==> src/rtl/ps2_kbd_tx.sv <==
// PS/2 keyboard (device-side) transmitter: 8x8 scan-code FIFO feeding an
// 11-bit frame serializer (start, d0..d7, odd parity, stop) clocked by a
// half-bit tick `ce`.
// Optional host-inhibit handling is compiled in with `PS2_TX_INHIBIT_EN`.
module ps2_kbd_tx (
  input  logic       clk,
  input  logic       reset,
  input  logic       ce,
  input  logic [7:0] din,
  input  logic       wr,
  output logic       full,
  output logic       ovf,
  output logic       busy,
  output logic       ps2_clk,
  output logic       ps2_data,
  input  logic       ps2_clk_in
);

  localparam int unsigned DEPTH     = 8;
  localparam int unsigned AW        = 3;
  localparam int unsigned CW        = 4;
  localparam int unsigned FW        = 11;
  localparam int unsigned GAP_TICKS = 4;

  typedef enum logic [2:0] {IDLE, SETUP, LOW, HIGH, GAP, RETRY} state_t;

  logic [7:0]    mem [DEPTH];
  logic [AW-1:0] wptr;
  logic [AW-1:0] rptr;
  logic [CW-1:0] count;
  logic [CW-1:0] count_nxt;
  logic          push;
  logic          pop;

  state_t        state;
  logic [3:0]    idx;
  logic [FW-1:0] shreg;
  logic [7:0]    hold;
  logic [1:0]    gap_cnt;
  logic          line_ok;

  // Frame LSB first: start 0, data, odd parity, stop 1.
  function automatic logic [FW-1:0] make_frame(input logic [7:0] d);
    return {1'b1, ~^d, d, 1'b0};
  endfunction

`ifdef PS2_TX_INHIBIT_EN
  logic [1:0] clk_sync;

  // Two-flop synchronizer for the sensed bus clock; idles high.
  always_ff @(posedge clk or posedge reset) begin
    if (reset) clk_sync <= 2'b11;
    else       clk_sync <= {clk_sync[0], ps2_clk_in};
  end

  assign line_ok = clk_sync[1];
`else
  logic unused_ps2_clk_in;
  assign unused_ps2_clk_in = ps2_clk_in;
  assign line_ok = 1'b1;
`endif

  // A pop is the IDLE->SETUP start of a frame; a push may ride along when full.
  assign pop  = (state == IDLE) && ce && (count != CW'(0)) && line_ok;
  assign push = wr && ((count != CW'(DEPTH)) || pop);

  // Next occupancy; simultaneous push and pop cancel.
  always_comb begin
    count_nxt = count;
    if (push && !pop)      count_nxt = count + CW'(1);
    else if (pop && !push) count_nxt = count - CW'(1);
  end

  // FIFO storage, no reset needed.
  always_ff @(posedge clk) begin
    if (push) mem[wptr] <= din;
  end

  // FIFO pointers, occupancy and status flags.
  always_ff @(posedge clk or posedge reset) begin
    if (reset) begin
      wptr  <= '0;
      rptr  <= '0;
      count <= '0;
      full  <= 1'b0;
      ovf   <= 1'b0;
    end else begin
      ovf   <= wr && !push;
      count <= count_nxt;
      full  <= (count_nxt == CW'(DEPTH));
      if (push) wptr <= wptr + AW'(1);
      if (pop)  rptr <= rptr + AW'(1);
    end
  end

  // Frame serializer; every step is gated by the half-bit tick.
  always_ff @(posedge clk or posedge reset) begin
    if (reset) begin
      state    <= IDLE;
      idx      <= '0;
      shreg    <= '0;
      hold     <= '0;
      gap_cnt  <= '0;
      busy     <= 1'b0;
      ps2_clk  <= 1'b1;
      ps2_data <= 1'b1;
    end else if (ce) begin
      case (state)
        IDLE: begin
          if (pop) begin
            hold     <= mem[rptr];
            shreg    <= make_frame(mem[rptr]);
            idx      <= '0;
            ps2_data <= 1'b0;
            busy     <= 1'b1;
            state    <= SETUP;
          end
        end
        SETUP: begin
          if (!line_ok) begin
            ps2_clk  <= 1'b1;
            ps2_data <= 1'b1;
            state    <= RETRY;
          end else begin
            ps2_clk <= 1'b0;
            state   <= LOW;
          end
        end
        LOW: begin
          ps2_clk <= 1'b1;
          if (idx < 4'(FW - 1)) begin
            idx      <= idx + 4'd1;
            ps2_data <= shreg[1];
            shreg    <= shreg >> 1;
            state    <= HIGH;
          end else begin
            ps2_data <= 1'b1;
            gap_cnt  <= '0;
            state    <= GAP;
          end
        end
        HIGH: begin
          if (!line_ok && (idx < 4'(FW - 1))) begin
            ps2_clk  <= 1'b1;
            ps2_data <= 1'b1;
            state    <= RETRY;
          end else begin
            ps2_clk <= 1'b0;
            state   <= LOW;
          end
        end
        GAP: begin
          if (gap_cnt == 2'(GAP_TICKS - 1)) begin
            busy  <= 1'b0;
            state <= IDLE;
          end else begin
            gap_cnt <= gap_cnt + 2'd1;
          end
        end
        RETRY: begin
          // Resend the held byte once the host releases the clock.
          if (line_ok) begin
            shreg    <= make_frame(hold);
            idx      <= '0;
            ps2_data <= 1'b0;
            state    <= SETUP;
          end
        end
        default: state <= IDLE;
      endcase
    end
  end

endmodule
==> config.mk <==
export PLATFORM = sky130hd
export DESIGN_NAME = ps2_kbd_tx
export DESIGN_NICKNAME = d
export VERILOG_FILES = /design/src/rtl/ps2_kbd_tx.sv
export SDC_FILE = /design/constraint.sdc
export NUM_CORES = 1
export LEC_CHECK = 0
export ABC_CLOCK_PERIOD_IN_PS = 3800
export BUFFER_PORTS_ARGS = -buffer_cell sky130_fd_sc_hd__buf_2
export CAP_MARGIN = 20
export CELL_PAD_IN_SITES_DETAIL_PLACEMENT = 1
export CELL_PAD_IN_SITES_GLOBAL_PLACEMENT = 1
export CORE_MARGIN = 2
export CORE_UTILIZATION = 45
export DETAILED_ROUTE_END_ITERATION = 8
export GPL_TIMING_DRIVEN = 0
export PLACE_DENSITY_LB_ADDON = 0.1
export SYNTH_ARGS = -nofsm -noshare
export SYNTH_HDL_FRONTEND = slang
export SYNTH_SLANG_ARGS = --single-unit
==> constraint.sdc <==
create_clock -name clk -period 3.8 [get_ports clk]
set_input_delay 1.14 -clock clk [delete_from_list [all_inputs] [get_ports clk]]
set_output_delay 1.14 -clock clk [all_outputs]
set_load 0.05 [all_outputs]
==> results.md <==
* I/O pins at 18
* Largest area contributor in the netlist: edfxtp_1
* Initial Util at ~46%
* Sw frac at 39.1%
* CP max FO at 7
* CP max-delay cell: o31ai_2
* Worst EP arrival at between 3 and 4 ns
* Total GRT Usage at 19.4%
* Share of layout cells above drive strength 1 at roughly 16%
* Fin crit share at between 80% and 90%
* Via count at around 3000
* Largest net degree at the start of global routing at 27
* Initial DRC count at 121
* Post-Route WL at roughly 10 mm
* H-tree depth at 3
* First-pass GRT wire length at 17.0 mm
* CP Data Required Time at approximately 4 ns
* GPL Wtd Cong at approximately 0.75
* Die Ht at between 100 and 150 µm
* Sequential area share after synthesis at around 60%
* Clk sinks at 106
* Max clock buf depth at 2
* TritonCTS clock tree: done
* Combinational share of power at around 42%
* Fin crit period at roughly 3.2 ns
* Fin cells at between 500 and 600
* Die X at between 100 and 150 µm
* Place WS at around 0.17 ns
* Dpl hpwl at between 7 and 8 mm
* Post-route setup slack at 0.555 ns
* Ys async rst share at 39.6%
* Number of synthesized flops with an enable pin at 64
* Post-CTS resize count at 0
* Flop pwr share at between 40% and 50%
* Clk slew on worst S/H paths at ~0.11 ns
* Synth-to-layout area growth at 10.5%
* Slew Limit Headroom at between 40% and 50%
* Slowest stage delay, CP at ~0.74 ns
* Worst setup EP type: flop
* Clk pwr share at 16.8%
* Synth Register Bits at ~110
* Initial antenna violation count at 0
* Fin. Hold Viols at 0
* Port Buf Inserts at 15
* CTS root buf: clkbuf_8
* Worst Path Buf+Inv at 4
* Number of global-route vias before repair at 3224
* Top_reg_cell synth: edfxtp_1
* DRC at 0
* Hold Buf Count CTS at 0
* Synthesized cell area at around 4900 µm²
* Diode count at 0
* Number of buffers created by CTS at 9
* Yosys Warn Count at 0
* Syn_nets at a little under 400
* Pint at roughly 0.0026 W
* Core area at roughly 11000 µm²
* Worst Max-Slew Pin Slew at roughly 0.85 ns
* Setup Crit Path Kind: reg -> reg
* Top cells by area, synth: edfxtp_1 39%, dfrtp_1 20%, nand2_1 4.3%
* Worst Clk Skew at 0.0133 ns
* Setup repair bufs after CTS at 0
* Unique masters post-synth at 54
* Power Dens Cells at about 800 nW/µm²
* Row cnt at 38
* Max frequency at between 300 and 400 MHz
* Max cap viols at 0
* Post-synthesis cell count at 373
* RSZ-0062 raised after global routing: false
* Outcome: complete, no violations
* Maximum vdd drop at approximately 0.00045 V
* HP Class: reg -> reg
* Max-slew violations at 0
* Fin nets at 421
* Worst-Skew Late Latency at about 0.39 ns
* First drt pass iteration count at 5
* Synth top area share at between 30% and 40%
* Crit-path cells: inv_1, ha_1, or3b_1, and4b_1, clkbuf_1, o31ai_2, inv_2, nand2_1, nor3_1, buf_2
* Syn Area/Cell at about 13 µm²
* Setup violators final at 0
* Die Area at about 12000 µm²
* ANT nets after route at 0
* Post-DR wirelength/cell at about 18 µm
* LEAKAGE at approximately 2.0 nW
* Family with the most delay on the worst path: simple AND/OR/NAND/NOR gates
* Placed insts at roughly 530
* Critical Path Start Type: flop
* Overflow after GRT at 0
* Sw Pwr at around 0.0017 W
* Vias per cell at around 5.4
-- path summary, 6_finish.rpt --
path / slack [ns] / startpoint / cells after the start / to
max in group asynchronous: 2.55 / reset / 3 / ps2_clk$_DFFE_PP1P_
min in group asynchronous: 0.71 / reset / 2 / idx[2]$_DFFE_PP0P_
setup reg to reg: 0.55 / count[0]$_DFF_PP0_ / 10 / mem[2][7]$_DFFE_PP_
hold / removal: 0.50 / ps2_data$_DFFE_PP1P_ / 2 / ps2_data$_DFFE_PP1P_
hold reg to reg: 0.50 / ps2_data$_DFFE_PP1P_ / 2 / ps2_data$_DFFE_PP1P_
setup / recovery: 0.55 / count[0]$_DFF_PP0_ / 10 / mem[2][7]$_DFFE_PP_
-- cell usage after synthesis, types with 2 or more instances --
cell,n
o21ai_0,16
o31ai_1,2
xnor2_1,20
buf_2,2
nor2_1,22
nand3_1,3
dfstp_2,2
edfxtp_1,64
ha_1,6
nor3_1,7
dfrtp_1,40
nand4_1,2
and2_1,2
and3_1,2
mux2i_1,2
o211ai_1,2
nand2b_1,4
nor4b_1,3
mux2i_4,7
o2bb2ai_1,8
o21a_1,2
o21ai_1,11
nand2_1,56
mux4_1,7
mux4_2,9
a21boi_1,8
clkbuf_1,14
buf_1,2
inv_1,10
a31oi_1,4
a21oi_1,11
-- final cells by class --
cell class / instances / area [µm²]
tap: 140 / 175
fill: 1126 / 5300
sequential: 106 / 2980
timing repair buffer: 18 / 108
inverter: 11 / 41.3
multi-input combinational: 235 / 1830
clock inverter: 7 / 88.8
clock buffer: 9 / 124
buffer: 21 / 109
-- sequential cells by signal, indices dropped and copies added (netlist names) --
name and cells:
busy 1, count 4, full 1, gap_cnt 2, hold 8, idx 4, mem 64, ovf 1
ps2_clk 1, ps2_data 1, rptr 3, shreg 10, state 3, wptr 3
-- routing by layer --
layer,part of all wire [%],global-route usage (%),wire (µm),up-vias
li1,-,-,-,1433
met2,51,34.0,5140,29
met1,45,24.0,4480,1473
met5,0,0,0,-
met4,1.2,5.31,119,0
met3,3.1,4.90,310,9
-- cell families (layout without fill, tap and decap cells) --
family / after synthesis / after routing / synth area share [%]
fa+ha+maj: 6 / 6 / 1.52
buf+inv: 32 / 66 / 3.04
mux: 26 / 26 / 11.7
simple gates: 108 / 108 / 9.84
flops: 106 / 106 / 60.3
xor+xnor: 21 / 21 / 3.73
compound gates: 74 / 74 / 9.82
-- power groups by stage --
stage | combinational, W | sequential (W) | clock [W]
2_1_floorplan | 0.00139 | 0.00177 | 0
3_3_place_gp | 0.00178 | 0.00175 | 0
3_5_place_dp | 0.00184 | 0.00177 | 0
4_1_cts | 0.00185 | 0.00174 | 0.000743
5_1_grt | 0.00204 | 0.00179 | 0.000783
6_report | 0.00181 | 0.00174 | 0.000719
-- worst min-delay path: stages, from the launching register on --
cell and delay [ns]:
dfstp_2 0.38, inv_1 0.05, o21ai_0 0.08
-- stage by stage --
step           hold slack (ns)  power [W]  utilization, %  area (µm²)  setup TNS (ns)
2_1_floorplan            0.450    0.00316               -        4930               0
3_3_place_gp             0.476    0.00353            48.2        5180           -7.14
3_5_place_dp             0.487    0.00361            48.7        5240               0
4_1_cts                  0.506    0.00433            50.7        5450               0
5_1_grt                  0.559    0.00461            50.7        5450               0
6_report                 0.505    0.00427            50.7        5450               0
-- cells in the final DEF, fill, tap and decap left out, types with 9 or more instances in the layout --
| cell type | netlist | routed |
|---|---|---|
| nor2_1 | 22 | 22 |
| o21ai_1 | 11 | 11 |
| clkbuf_8 | 0 | 9 |
| clkbuf_1 | 14 | 14 |
| xnor2_1 | 20 | 20 |
| buf_2 | 2 | 18 |
| mux4_2 | 9 | 9 |
| nand2_1 | 56 | 56 |
| o21ai_0 | 16 | 16 |
| a21oi_1 | 11 | 11 |
| edfxtp_1 | 64 | 64 |
| inv_1 | 10 | 9 |
| dfrtp_1 | 40 | 40 |
Power figures use the tool's default switching activity.
